--- src/rtl/uart_mmio_fifo_if.sv ---
// Register bus between a host and the UART: active-low one-cycle strobes,
// a 2-bit register select, write data in and registered read data out.
interface uart_mmio_fifo_if;
  logic       rd;
  logic       wr;
  logic [1:0] addr;
  logic [7:0] in_data;
  logic [7:0] out_data;

  modport master (output rd, output wr, output addr, output in_data, input out_data);
  modport slave  (input rd, input wr, input addr, input in_data, output out_data);
endinterface

--- src/rtl/uart_mmio_fifo.sv ---
// Memory-mapped UART with 2^FIFO_AW-deep TX and RX FIFOs, a programmable
// divisor (bit period = (DIV+1)*PRESCALE clocks), sticky error flags and an irq.
// PRESCALE*(256) must fit the 16-bit bit-period counters.
module uart_mmio_fifo #(
  parameter int unsigned FIFO_AW   = 4,
  parameter int unsigned PRESCALE  = 4,
  parameter int unsigned RESET_DIV = 107
) (
  input  logic             clock,
  input  logic             reset,
  uart_mmio_fifo_if.slave  bus,
  input  logic             rx_in,
  output logic             tx_out,
  output logic             irq
);
  localparam int unsigned DEPTH = 1 << FIFO_AW;
  typedef enum logic [1:0] {S_IDLE = 2'd0, S_START = 2'd1, S_DATA = 2'd2, S_STOP = 2'd3} uart_state_e;

  logic [7:0] ctrl_q, ctrl_d, div_q, div_d, out_data_q, out_data_d;
  logic       ovr_q, ovr_d, frm_q, frm_d, drop_q, drop_d, irq_q, irq_d, tx_out_q, tx_out_d;
  logic [FIFO_AW:0] tx_wp_q, tx_wp_d, tx_rp_q, tx_rp_d, rx_wp_q, rx_wp_d, rx_rp_q, rx_rp_d;
  logic [7:0] tx_mem_q [DEPTH];
  logic [7:0] rx_mem_q [DEPTH];
  uart_state_e tx_state_q, tx_state_d, rx_state_q, rx_state_d;
  logic [15:0] tx_cnt_q, tx_cnt_d, tx_len_q, tx_len_d, rx_cnt_q, rx_cnt_d, rx_len_q, rx_len_d;
  logic [2:0]  tx_bit_q, tx_bit_d, rx_bit_q, rx_bit_d;
  logic [7:0]  tx_shift_q, tx_shift_d, rx_shift_q, rx_shift_d;
  logic        tx_stop2_q, tx_stop2_d;
  logic        rx_s1_q, rx_s2_q, rx_prev_q;
  logic        rd_s, wr_s, tx_flush_s, rx_flush_s, tx_push_s, tx_pop_s, rx_push_s, rx_pop_s;
  logic        tx_empty_s, tx_full_s, rx_empty_s, rx_full_s, tx_busy_s, ovr_set_s, frm_set_s;
  logic [7:0]  status_s;
  logic [15:0] bit_len_s;

  assign rd_s       = ~bus.rd;
  assign wr_s       = ~bus.wr;
  assign tx_flush_s = wr_s && (bus.addr == 2'd0) && bus.in_data[4];
  assign rx_flush_s = wr_s && (bus.addr == 2'd0) && bus.in_data[5];
  assign tx_empty_s = (tx_wp_q == tx_rp_q);
  assign rx_empty_s = (rx_wp_q == rx_rp_q);
  assign tx_full_s  = ((tx_wp_q ^ tx_rp_q) == {1'b1, {FIFO_AW{1'b0}}});
  assign rx_full_s  = ((rx_wp_q ^ rx_rp_q) == {1'b1, {FIFO_AW{1'b0}}});
  assign rx_pop_s   = rd_s && (bus.addr == 2'd2) && !rx_empty_s;
  assign tx_busy_s  = (tx_state_q != S_IDLE);
  assign status_s   = {drop_q, tx_busy_s, frm_q, ovr_q, tx_full_s, tx_empty_s, rx_full_s, rx_empty_s};
  assign bit_len_s  = 16'((32'(div_q) + 32'd1) * PRESCALE);
  assign bus.out_data = out_data_q;
  assign tx_out     = tx_out_q;
  assign irq        = irq_q;

  // Register writes, read mux, sticky flags, FIFO pointers and irq
  always_comb begin
    ctrl_d = ctrl_q;  div_d = div_q;  out_data_d = out_data_q;
    ovr_d = ovr_q;  frm_d = frm_q;  drop_d = drop_q;  tx_push_s = 1'b0;
    if (wr_s) begin
      case (bus.addr)
        2'd0:    ctrl_d = {1'b0, bus.in_data[6], 2'b00, bus.in_data[3:0]};
        2'd1:    begin
                   ovr_d  = ovr_q  & ~bus.in_data[4];
                   frm_d  = frm_q  & ~bus.in_data[5];
                   drop_d = drop_q & ~bus.in_data[7];
                 end
        2'd2:    if (!tx_full_s || tx_pop_s) tx_push_s = 1'b1; else drop_d = 1'b1;
        2'd3:    div_d = bus.in_data;
        default: ctrl_d = ctrl_q;
      endcase
    end else begin
      ctrl_d = ctrl_q;
    end
    ovr_d = ovr_d | ovr_set_s;
    frm_d = frm_d | frm_set_s;
    if (rd_s) begin
      case (bus.addr)
        2'd0:    out_data_d = ctrl_q;
        2'd1:    out_data_d = status_s;
        2'd2:    out_data_d = rx_empty_s ? 8'h00 : rx_mem_q[rx_rp_q[FIFO_AW-1:0]];
        2'd3:    out_data_d = div_q;
        default: out_data_d = 8'h00;
      endcase
    end else begin
      out_data_d = out_data_q;
    end
    tx_wp_d = tx_wp_q + {{FIFO_AW{1'b0}}, tx_push_s};
    tx_rp_d = tx_rp_q + {{FIFO_AW{1'b0}}, tx_pop_s};
    rx_wp_d = rx_wp_q + {{FIFO_AW{1'b0}}, rx_push_s};
    rx_rp_d = rx_rp_q + {{FIFO_AW{1'b0}}, rx_pop_s};
    if (tx_flush_s) begin tx_wp_d = '0; tx_rp_d = '0; end else begin tx_wp_d = tx_wp_d; end
    if (rx_flush_s) begin rx_wp_d = '0; rx_rp_d = '0; end else begin rx_wp_d = rx_wp_d; end
    irq_d = (ctrl_q[2] & ~rx_empty_s) | (ctrl_q[3] & tx_empty_s);
  end

  // Transmitter: start/data/stop sequencing, frame starts only with tx_en and data queued
  always_comb begin
    tx_state_d = tx_state_q;  tx_cnt_d = tx_cnt_q;  tx_bit_d = tx_bit_q;  tx_len_d = tx_len_q;
    tx_shift_d = tx_shift_q;  tx_stop2_d = tx_stop2_q;  tx_out_d = tx_out_q;  tx_pop_s = 1'b0;
    case (tx_state_q)
      S_IDLE: if (ctrl_q[0] && !tx_empty_s && !tx_flush_s) begin
                tx_pop_s = 1'b1;  tx_shift_d = tx_mem_q[tx_rp_q[FIFO_AW-1:0]];
                tx_len_d = bit_len_s;  tx_stop2_d = ctrl_q[6];  tx_cnt_d = 16'd0;
                tx_bit_d = 3'd0;  tx_state_d = S_START;  tx_out_d = 1'b0;
              end else begin
                tx_out_d = 1'b1;
              end
      S_START: if (tx_cnt_q == tx_len_q - 16'd1) begin
                 tx_cnt_d = 16'd0;  tx_state_d = S_DATA;  tx_out_d = tx_shift_q[0];
               end else begin
                 tx_cnt_d = tx_cnt_q + 16'd1;
               end
      S_DATA: if (tx_cnt_q == tx_len_q - 16'd1) begin
                tx_cnt_d = 16'd0;
                if (tx_bit_q == 3'd7) begin
                  tx_state_d = S_STOP;  tx_bit_d = 3'd0;  tx_out_d = 1'b1;
                end else begin
                  tx_bit_d = tx_bit_q + 3'd1;  tx_shift_d = {1'b0, tx_shift_q[7:1]};  tx_out_d = tx_shift_q[1];
                end
              end else begin
                tx_cnt_d = tx_cnt_q + 16'd1;
              end
      S_STOP: if (tx_cnt_q == tx_len_q - 16'd1) begin
                tx_cnt_d = 16'd0;
                if (tx_stop2_q && (tx_bit_q == 3'd0)) tx_bit_d = 3'd1; else tx_state_d = S_IDLE;
              end else begin
                tx_cnt_d = tx_cnt_q + 16'd1;
              end
      default: begin tx_state_d = S_IDLE;  tx_out_d = 1'b1; end
    endcase
  end

  // Receiver: falling-edge start, half-bit confirm, centre sampling, stop-bit check
  always_comb begin
    rx_state_d = rx_state_q;  rx_cnt_d = rx_cnt_q;  rx_bit_d = rx_bit_q;  rx_len_d = rx_len_q;
    rx_shift_d = rx_shift_q;  rx_push_s = 1'b0;  ovr_set_s = 1'b0;  frm_set_s = 1'b0;
    case (rx_state_q)
      S_IDLE: if (ctrl_q[1] && rx_prev_q && !rx_s2_q) begin
                rx_state_d = S_START;  rx_cnt_d = 16'd0;  rx_len_d = bit_len_s;
              end else begin
                rx_cnt_d = 16'd0;
              end
      S_START: if (rx_cnt_q + 16'd1 >= {1'b0, rx_len_q[15:1]}) begin
                 rx_cnt_d = 16'd0;  rx_bit_d = 3'd0;
                 rx_state_d = rx_s2_q ? S_IDLE : S_DATA;
               end else begin
                 rx_cnt_d = rx_cnt_q + 16'd1;
               end
      S_DATA: if (rx_cnt_q == rx_len_q - 16'd1) begin
                rx_cnt_d = 16'd0;  rx_shift_d = {rx_s2_q, rx_shift_q[7:1]};
                if (rx_bit_q == 3'd7) rx_state_d = S_STOP; else rx_bit_d = rx_bit_q + 3'd1;
              end else begin
                rx_cnt_d = rx_cnt_q + 16'd1;
              end
      S_STOP: if (rx_cnt_q == rx_len_q - 16'd1) begin
                rx_state_d = S_IDLE;  rx_cnt_d = 16'd0;
                if (!rx_s2_q) frm_set_s = 1'b1;
                else if (rx_full_s && !rx_pop_s) ovr_set_s = 1'b1;
                else rx_push_s = 1'b1;
              end else begin
                rx_cnt_d = rx_cnt_q + 16'd1;
              end
      default: rx_state_d = S_IDLE;
    endcase
  end

  // FIFO storage writes (contents need no reset; pointers define validity)
  always_ff @(posedge clock) begin
    if (tx_push_s) tx_mem_q[tx_wp_q[FIFO_AW-1:0]] <= bus.in_data;
    if (rx_push_s) rx_mem_q[rx_wp_q[FIFO_AW-1:0]] <= rx_shift_q;
  end

  // State registers with synchronous active-low reset
  always_ff @(posedge clock) begin
    if (!reset) begin
      ctrl_q <= 8'h00;  div_q <= 8'(RESET_DIV);  out_data_q <= 8'h00;
      ovr_q <= 1'b0;  frm_q <= 1'b0;  drop_q <= 1'b0;  irq_q <= 1'b0;  tx_out_q <= 1'b1;
      tx_wp_q <= '0;  tx_rp_q <= '0;  rx_wp_q <= '0;  rx_rp_q <= '0;
      tx_state_q <= S_IDLE;  tx_cnt_q <= 16'd0;  tx_len_q <= 16'd0;  tx_bit_q <= 3'd0;
      tx_shift_q <= 8'h00;  tx_stop2_q <= 1'b0;
      rx_state_q <= S_IDLE;  rx_cnt_q <= 16'd0;  rx_len_q <= 16'd0;  rx_bit_q <= 3'd0;
      rx_shift_q <= 8'h00;  rx_s1_q <= 1'b1;  rx_s2_q <= 1'b1;  rx_prev_q <= 1'b1;
    end else begin
      ctrl_q <= ctrl_d;  div_q <= div_d;  out_data_q <= out_data_d;
      ovr_q <= ovr_d;  frm_q <= frm_d;  drop_q <= drop_d;  irq_q <= irq_d;  tx_out_q <= tx_out_d;
      tx_wp_q <= tx_wp_d;  tx_rp_q <= tx_rp_d;  rx_wp_q <= rx_wp_d;  rx_rp_q <= rx_rp_d;
      tx_state_q <= tx_state_d;  tx_cnt_q <= tx_cnt_d;  tx_len_q <= tx_len_d;  tx_bit_q <= tx_bit_d;
      tx_shift_q <= tx_shift_d;  tx_stop2_q <= tx_stop2_d;
      rx_state_q <= rx_state_d;  rx_cnt_q <= rx_cnt_d;  rx_len_q <= rx_len_d;  rx_bit_q <= rx_bit_d;
      rx_shift_q <= rx_shift_d;  rx_s1_q <= rx_in;  rx_s2_q <= rx_s1_q;  rx_prev_q <= rx_s2_q;
    end
  end
endmodule

--- src/flat_wrapper.sv ---
// flat-port wrapper written by rule: the top's interface ports become plain ports
module uart_mmio_fifo_flat 
#(
  parameter int unsigned FIFO_AW   = 4,
  parameter int unsigned PRESCALE  = 4,
  parameter int unsigned RESET_DIV = 107
)
  (clock, reset, rx_in, tx_out, irq, bus_rd, bus_wr, bus_addr, bus_in_data, bus_out_data);
  uart_mmio_fifo_if bus_i ();
  input  logic clock;
  input  logic reset;
  input  logic rx_in;
  output logic tx_out;
  output logic irq;
  input wire logic [$bits(bus_i.rd)-1:0] bus_rd;
  input wire logic [$bits(bus_i.wr)-1:0] bus_wr;
  input wire logic [$bits(bus_i.addr)-1:0] bus_addr;
  input wire logic [$bits(bus_i.in_data)-1:0] bus_in_data;
  output wire logic [$bits(bus_i.out_data)-1:0] bus_out_data;
  assign bus_i.rd = bus_rd;
  assign bus_i.wr = bus_wr;
  assign bus_i.addr = bus_addr;
  assign bus_i.in_data = bus_in_data;
  assign bus_out_data = bus_i.out_data;
  uart_mmio_fifo #(.FIFO_AW(FIFO_AW), .PRESCALE(PRESCALE), .RESET_DIV(RESET_DIV)) u_core (.clock(clock), .reset(reset), .bus(bus_i), .rx_in(rx_in), .tx_out(tx_out), .irq(irq));
endmodule
--- config.mk ---
export PLATFORM = sky130hd
export DESIGN_NAME = uart_mmio_fifo_flat
export DESIGN_NICKNAME = d
export VERILOG_FILES = /design/src/rtl/uart_mmio_fifo_if.sv /design/src/rtl/uart_mmio_fifo.sv /design/src/flat_wrapper.sv
export SDC_FILE = /design/constraint.sdc
export NUM_CORES = 1
export LEC_CHECK = 0
export ABC_AREA = 1
export CAP_MARGIN = 5
export CORE_MARGIN = 1
export CORE_UTILIZATION = 40
export DETAILED_ROUTE_END_ITERATION = 10
export SLEW_MARGIN = 20
export SYNTH_ARGS = -nofsm -noshare
export SYNTH_HDL_FRONTEND = slang
export SYNTH_SLANG_ARGS = --single-unit
export TNS_END_PERCENT = 5
--- constraint.sdc ---
create_clock -name clock -period 4.05 [get_ports clock]
set_clock_uncertainty 0.1 [all_clocks]
set_input_delay 0.405 -clock clock [delete_from_list [all_inputs] [get_ports clock]]
set_output_delay 0.405 -clock clock [all_outputs]
set_load 0.005 [all_outputs]
==> results of run 1 <==
[registers in the layout (all words and copies together), names as in the netlist, 2 cells and up, named ones only]
| name | cells |
|---|---|
| u_core.rx_mem_q | 128 |
| u_core.tx_mem_q | 128 |
| u_core.rx_cnt_q | 16 |
| u_core.tx_cnt_q | 16 |
| u_core.rx_len_q | 9 |
| u_core.tx_len_q | 9 |
| u_core.bus.out_data | 8 |
| u_core.div_q | 8 |
| u_core.rx_shift_q | 8 |
| u_core.tx_shift_q | 8 |
| u_core.ctrl_q | 5 |
| u_core.rx_rp_q | 5 |
| u_core.rx_wp_q | 5 |
| u_core.tx_rp_q | 5 |
| u_core.tx_wp_q | 5 |
| u_core.rx_bit_q | 3 |
| u_core.tx_bit_q | 3 |
| u_core.tx_state_q | 2 |
[where the power goes]
part / internal, mW / switching [mW] / leakage, nW
clock: 2.36 / 1.52 / 0.686
sequential: 4.21 / 0.0576 / 3.09
combinational: 0.231 / 0.461 / 3.05
[cells by family (layout without fill, tap and decap cells)]
group | Yosys count | in the layout | share of synthesized area (%)
xor+xnor | 43 | 43 | 2.18
simple gates | 780 | 780 | 19.9
flops | 382 | 382 | 59.0
mux | 5 | 5 | 0.289
compound gates | 354 | 354 | 11.4
buf+inv | 213 | 279 | 4.94
fa+ha+maj | 32 | 32 | 2.31
[through the flow]
stage | worst slack [ps] | hold WS (ps) | utilization (%) | power, mW
floorplan | 1140 | 293 | - | 4.83
detailed placement | 404 | 301 | 43.0 | 5.04
global route | 638 | 226 | 46.3 | 9.19
global placement | 522 | 298 | 43.0 | 5.03
finish | 953 | 213 | 46.3 | 8.84
CTS | 923 | 196 | 46.3 | 8.93
[area by class of cell]
class	count	share of cell area (%)
inverter	148	2.84
timing repair buffer	53	2.31
sequential	382	52.1
clock buffer	63	6.08
multi-input combinational	1214	31.9
tap	577	3.68
clock inverter	15	1.12
[synth_stat cells, types with 11 or more instances]
master	count
nor2_1	319
edfxtp_1	256
nand2_1	255
o21ai_0	187
inv_1	133
dfxtp_1	126
nand3_1	83
a21oi_1	77
clkbuf_1	45
nor3_1	36
ha_1	32
xor2_1	32
o211ai_1	27
o22ai_1	27
nor2_2	17
nand4_1	16
nor2_4	16
buf_2	11
xnor2_1	11
[critical path, stage by stage]
cell and delay, ps:
clkdlybuf4s50_1 520, nor2_1 130, inv_1 200, o21a_1 150, nand2_1 140, nor2_4 210, inv_2 140, nand2_1 80
nand2_1 100, nor2_4 200, nand3_1 260, nor2_1 630
[worst paths after layout]
kind	startpoint	endpoint	cells past startpoint
hold reg to reg	u_core.rx_s1_q	u_core.rx_s2_q	1
setup / recovery	bus_addr[0]	u_core.tx_mem_q[7][2]	12
hold / removal	reset	u_core.tx_bit_q[1]	3
setup reg to reg	u_core.rx_len_q[2]	u_core.rx_mem_q[7][1]	15
[routing by layer]
metal / vias up / global-route usage, %
met4: 0 / 7.25
met5: - / 0
met1: 5950 / 26.1
li1: 6284 / -
met3: 74 / 2.61
met2: 326 / 31.3
==> flow_summary.yaml, run 1 <==
routing:
  wl_met1_um: 19200
  top_layer: "met4"
  wl_met3_um: 2040
  via_per_inst: 5.15
  wl_met2_um: 19100
  post_drt_wl_per_cell_um: 17.0
  drcViolationCount: 0
  ant_nets: 0
  drt_iter0_markers: 908
  via_count: 12600
  wirelength_um: 41600
  drtPass1Iterations: 6
synthesis:
  syn_inst: 1809
  ys_seq_area_share_pct: 59.0
  syn-num-nets: 1856
  yosysUniqueCellTypes: 49
  synth_edf_count: 256
  synth_area_sq_um: 17300
  ys_warn_count: 0
  avgSynthCellArea_sq_um: 9.57
  netlist.area_leader.share_pct: 44.4
  yosys-top-cells-area: "edfxtp_1, dfxtp_1, nor2_1"
  async_flop_share_pct: 0
  synth_seq_cells: 382
  synthFlopType: "edfxtp_1"
  yosysTopAreaCell: "edfxtp_1"
global_routing:
  grt_pass1_wl_um: 66700
  grt_pass1_vias: 12200
  gr-total-overflow: 0
  track_usage_pct: 19.2
  antenna_found_initial: 0
  grt_max_degree: 67
timing:
  setup_viol: 0
  slew_headroom_pct: 37.4
  rsz0062_at_grt: "false"
  fin_crit_ps: 3100
  worstMarginPinSlew_ps: 936
  timing.setup.tns_ps: 0
  hold_viol: 0
  fmax_ghz: 0.323
  drv_slew: 0
  timing.final.crit_share_pct: 76.5
clock_tree:
  cts_made_buffers: 42
  clkTransAtPathRegs_ps: 60
  ctsRootBufferMaster: "clkbuf_16"
  htreeDepth: 2
  postCtsResizedCells: 0
  clockBufferDepth: 3
  cts.sinks: 382
  clock_latency_ps: 550
  cts_hold_buf: 0
  postCtsSetupRepairBufs: 0
  tritoncts: "built"
final_layout:
  ff_latch_area_sq_um: 10200
  final_common_cell: "nor2_1"
  instances_no_fill: 2452
  stdcell_area_sq_um: 19600
  layout_common_cells: "nor2_1, edfxtp_1, nand2_1, o21ai_0, inv_1"
  drive_gt1_share_pct: 8.75
  fillers: 4006
  nNetsFinal: 1888
  diodes: 0
  multiInputGateArea_sq_um: 6250
  area_delta_synth_final_pct: 13.2
floorplan:
  dieArea_sq_um: 44100
  coreArea_sq_um: 42300
  fp.dieW_um: 210
  die_h_um: 210
  fp-row-count: 75
  start_util_pct: 40.9
  boundaryPins: 25
place:
  placed_area_sq_um: 18200
  hpwl_um: 28000
  gp_routability_congestion: 0.881
  portBuffers: 24
  placedCellCount: 2374
critical_path:
  critical_path_class: "in -> reg"
  crit_arrival_ps: 3180
  crit_path_max_fanout: 14
  cp-start-kind: "input pin"
  required_ps: 4130
  endpoint_kind: "flop"
  rrSetupSlack_ps: 950
flow_run:
  maxCapViolCount: 0
worst_hold_path:
  hp-class: "in -> reg"
power_and_ir_drop:
  p_leak_nw: 6.83
  powerDensity_nw_per_um2: 451
  vdd_drop_max_uv: 311
run_status:
  status: "finished clean"
Note: power is estimated with default switching activity, not from simulation.
==> run 2, diff against run 1 <==
Clock period 4.05 ns to 2.7 ns, I/O delays scaled along.
==> flow_summary.yaml, run 2 (synthesis gave the netlist of run 1 again) <==
floorplan:
  fp-row-count: 75
  die_h_um: 210
  coreArea_sq_um: 42300
  dieArea_sq_um: 44100
  boundaryPins: 25
  start_util_pct: 40.9
  fp.dieW_um: 210
global_routing:
  track_usage_pct: 20.0
  grt_pass1_wl_um: 69000
  grt_max_degree: 67
  antenna_found_initial: 0
  gr-total-overflow: 0
  grt_pass1_vias: 12700
final_layout:
  ff_latch_area_sq_um: 10200
  drive_gt1_share_pct: 13.8
  layout_common_cells: "nor2_1, edfxtp_1, nand2_1, o21ai_0, inv_1"
  multiInputGateArea_sq_um: 6410
  area_delta_synth_final_pct: 17.5
  nNetsFinal: 1957
  final_common_cell: "nor2_1"
  diodes: 0
  fillers: 3892
routing:
  via_count: 13000
  via_per_inst: 5.15
  ant_nets: 0
  wirelength_um: 43600
  drcViolationCount: 0
  post_drt_wl_per_cell_um: 17.3
  drt_iter0_markers: 1104
  drtPass1Iterations: 5
timing:
  fin_hold_ws_ps: 84.2
  timing.setup.tns_ps: 0
  worstMarginPinSlew_ps: 953
  slew_headroom_pct: 36.4
  setup_viol: 0
  fmax_ghz: 0.391
  fin_crit_ps: 2550
  drv_slew: 0
  hold_viol: 0
  rsz0062_at_grt: "true"
  timing.final.crit_share_pct: 94.6
critical_path:
  reg2reg_from: "u_core.rx_len_q[3]"
  required_ps: 3040
  startpoint: "u_core.rx_len_q[3]"
  critical_path_class: "reg -> reg"
  endpoint_kind: "flop"
  cp-start-kind: "flop"
  crit_arrival_ps: 2890
  crit_path_max_fanout: 2
clock_tree:
  cts_hold_buf: 0
  cts.sinks: 382
  clockBufferDepth: 3
  htreeDepth: 2
  ctsRootBufferMaster: "clkbuf_16"
  tritoncts: "built"
  cts_made_buffers: 42
  clkTransAtPathRegs_ps: 60
  clock_latency_ps: 560
run_status:
  status: "finished clean"
power_and_ir_drop:
  vdd_drop_max_uv: 405
  finalPower_mw: 13.4
  powerDensity_nw_per_um2: 659
  p_leak_nw: 7.88
worst_hold_path:
  hp-class: "in -> reg"
  min_from: "reset"
place:
  portBuffers: 24
  gp_routability_congestion: 0.861
  hpwl_um: 29800
flow_run:
  maxCapViolCount: 0
[run 2: final timing paths]
kind                        endpoint  slack (ps)  cells past startpoint
setup reg to reg   u_core.rx_wp_q[4]         150                     20
setup / recovery   u_core.rx_wp_q[4]         150                     20
hold reg to reg       u_core.rx_s2_q         320                      1
hold / removal    u_core.tx_bit_q[0]          80                      3
[run 2: worst max-delay path, stage by stage, from the launching register on]
cell     delay, ps
dfxtp_2        330
inv_2           50
ha_4           230
nand2_1         60
inv_1           40
nor2_2          90
nand2_1         60
nor2_1          90
nand2_1         50
nor2_1          80
nand2_1         90
nor2_4         120
nand4_4        120
nor2_4         130
nand2_4         70
inv_1           60
ha_2           170
ha_2           180
nand3_1         90
xor2_1         170
nor2_1          60
[run 2: layer usage]
metal,vias to the layer above,share of wire [%],GRT usage (%)
met2,314,48,34.3
met1,6152,45,26.3
met4,0,2.5,6.34
li1,6417,-,-
met5,-,0,0
met3,71,5.0,2.83
[run 2: metrics by stage]
stage / setup slack, ps / cell area (sq um) / util (%) / cells
floorplan: -210 / 17300 / - / 1809
global placement: 30.4 / 18700 / 44.3 / 2439
detailed placement: 3.40 / 18700 / 44.3 / 2439
CTS: 3.61 / 20200 / 47.6 / 2514
global route: -111 / 20300 / 48.1 / 2516
finish: 146 / 20300 / 48.1 / 2516
[run 2: power breakdown]
part / internal [mW] / switching [mW] / leakage, nW / total [mW]
Sequential: 6.31 / 0.0905 / 3.63 / 6.40
Clock: 3.58 / 2.32 / 0.690 / 5.90
Combinational: 0.396 / 0.710 / 3.56 / 1.11
Total: 10.3 / 3.12 / 7.88 / 13.4
[run 2: final cells by class]
cell class,instances,area share [%]
Clock buffer,48,5.38
Inverter,148,2.74
Clock inverter,25,1.54
Tap cell,577,3.55
Multi-Input combinational cell,1214,31.5
Sequential cell,382,50.2
Timing Repair Buffer,122,5.06
[run 2: timing repair]
item / 4_1_cts / 5_1_grt
endpoints found under the hold margin: 0 / 0
setup buffers: 2 / 2
resized for setup: 4 / 37
endpoints found under the setup margin: 1 / 173
pin swaps: 2 / 9
==> run 3, diff against run 2 <==
--- a/config.mk
+++ b/config.mk
@@ -11,4 +11,5 @@
 export CORE_UTILIZATION = 40
 export DETAILED_ROUTE_END_ITERATION = 10
+export PLACE_DENSITY = 0.59
 export SLEW_MARGIN = 20
 export SYNTH_ARGS = -nofsm -noshare
==> constraint.sdc (replaced) <==
create_clock -name clock -period 2.7 [get_ports clock]
set_clock_uncertainty 0.1 [all_clocks]
set_input_delay 0.405 -clock clock [delete_from_list [all_inputs] [get_ports clock]]
set_output_delay 0.405 -clock clock [all_outputs]
set_load 0.005 [all_outputs]
==> flow_summary.yaml, run 3 (synthesis gave the netlist of run 1 again) <==
final_layout:
  nNetsFinal: 1963
  layout_common_cells: "nor2_1, edfxtp_1, nand2_1, o21ai_0, inv_1"
  fillers: 3929
  drive_gt1_share_pct: 14.1
  area_delta_synth_final_pct: 17.5
  stdcell_area_sq_um: 20300
  instances_no_fill: 2525
  final_common_cell: "nor2_1"
  diodes: 0
  final_util_pct: 48.1
clock_tree:
  tritoncts: "built"
  clock_latency_ps: 560
  cts_hold_buf: 0
  htreeDepth: 2
  cts_made_buffers: 41
  ctsRootBufferMaster: "clkbuf_16"
  clockBufferDepth: 3
  clkTransAtPathRegs_ps: 60
  cts.sinks: 382
critical_path:
  cp-start-kind: "flop"
  crit_path_max_fanout: 16
  required_ps: 2870
  critical_path_class: "reg -> reg"
  rrSetupSlack_ps: 80
  endpoint_kind: "flop"
  crit_arrival_ps: 2790
run_status:
  status: "finished clean"
timing:
  fin_crit_ps: 2620
  fin_hold_ws_ps: 206
  timing.final.crit_share_pct: 96.9
  worst_slack_ps: 85.0
  hold_viol: 0
  setup_viol: 0
  rsz0062_at_grt: "true"
  timing.setup.tns_ps: 0
  slew_headroom_pct: 42.9
  worstMarginPinSlew_ps: 854
  fmax_ghz: 0.382
  drv_slew: 0
routing:
  drt_iter0_markers: 1040
  post_drt_wl_per_cell_um: 17.4
  ant_nets: 0
  drtPass1Iterations: 5
  wirelength_um: 43800
  drcViolationCount: 0
  via_per_inst: 5.15
  via_count: 13000
floorplan:
  fp.dieW_um: 210
  die_h_um: 210
  start_util_pct: 40.9
  fp-row-count: 75
  coreArea_sq_um: 42300
  boundaryPins: 25
  dieArea_sq_um: 44100
place:
  gp_routability_congestion: 0.852
  portBuffers: 24
  hpwl_um: 29600
  placedCellCount: 2445
  dp_slack_ps: -174
  placed_area_sq_um: 18800
global_routing:
  gr-total-overflow: 0
  grt_pass1_wl_um: 68800
  track_usage_pct: 20.2
  antenna_found_initial: 0
  grt_pass1_vias: 12600
  grt_max_degree: 65
power_and_ir_drop:
  p_clk_share_pct: 41.7
  finalPower_mw: 12.9
  seq_power_share_pct: 49.6
  powerDensity_nw_per_um2: 634
  power_switching_mw: 3.09
  p_int_mw: 9.81
  power_frac_comb_pct: 8.7
  vdd_drop_max_uv: 529
  switching_share_pct: 24.0
  p_leak_nw: 7.85
flow_run:
  maxCapViolCount: 0
worst_hold_path:
  hp-class: "in -> reg"
[run 3: cell types whose count changed in the layout (fill, tap and decap cells not counted), sizes merged]
cell / before / now
buf: 99 / 106
inv: 144 / 143
bufinv: 7 / 2
clkinvlp: 1 / 2
clkinv: 21 / 22
clkbuf: 48 / 54
[run 3: final timing paths]
kind | start | endpoint | cells after the start
max | u_core.rx_len_q[3] | u_core.rx_mem_q[13][6] | 16
min | reset | u_core.div_q[6] | 2
max reg2reg | u_core.rx_len_q[3] | u_core.rx_mem_q[13][6] | 16
min reg2reg | u_core.rx_s1_q | u_core.rx_s2_q | 1
[run 3: final cells by class]
class	instances	area [sq um]	area share, %
Clock inverter	21	156	0.769
Sequential cell	382	10200	50.3
Timing Repair Buffer	129	1130	5.57
Inverter	148	557	2.74
Multi-Input combinational cell	1214	6440	31.7
Clock buffer	54	1110	5.44
Tap cell	577	722	3.55
[run 3: layer usage]
metal	up-vias	track usage [%]	routed length (um)	share of wire (%)
met4	0	6.87	1340	3.1
li1	6433	-	-	-
met3	90	3.83	2530	5.8
met1	6122	26.8	19500	45
met2	363	33.1	20400	47
met5	-	0	0	0
[run 3: power by group through the flow]
stage               Clock (mW)  Combinational [mW]  Sequential, mW
floorplan                    0               0.749            6.50
finish                    5.38                1.13            6.40
CTS                       5.49                1.12            6.40
global placement             0                1.11            6.52
global route              5.71                1.28            6.41
detailed placement           0                1.12            6.52
[run 3: critical path: stages (launching register included)]
cell     delay, ps
dfxtp_2        320
buf_4          120
nor2_2         140
nand2_2        110
nor2_4         140
nand2_1         70
nand2_1         90
nand2_1         60
nor2_1          80
nand2_1         60
nor2_2         140
nand4_2        170
nor2_4         170
nand2_4         80
buf_12         160
nor3_2         150
buf_6          180
[run 3: what timing repair did]
| item | CTS | global route |
|---|---|---|
| buffers inserted | 1 | 4 |
| setup endpoints to repair | 70 | 156 |
| gates resized for setup | 10 | 55 |
| pin swaps | 4 | 11 |
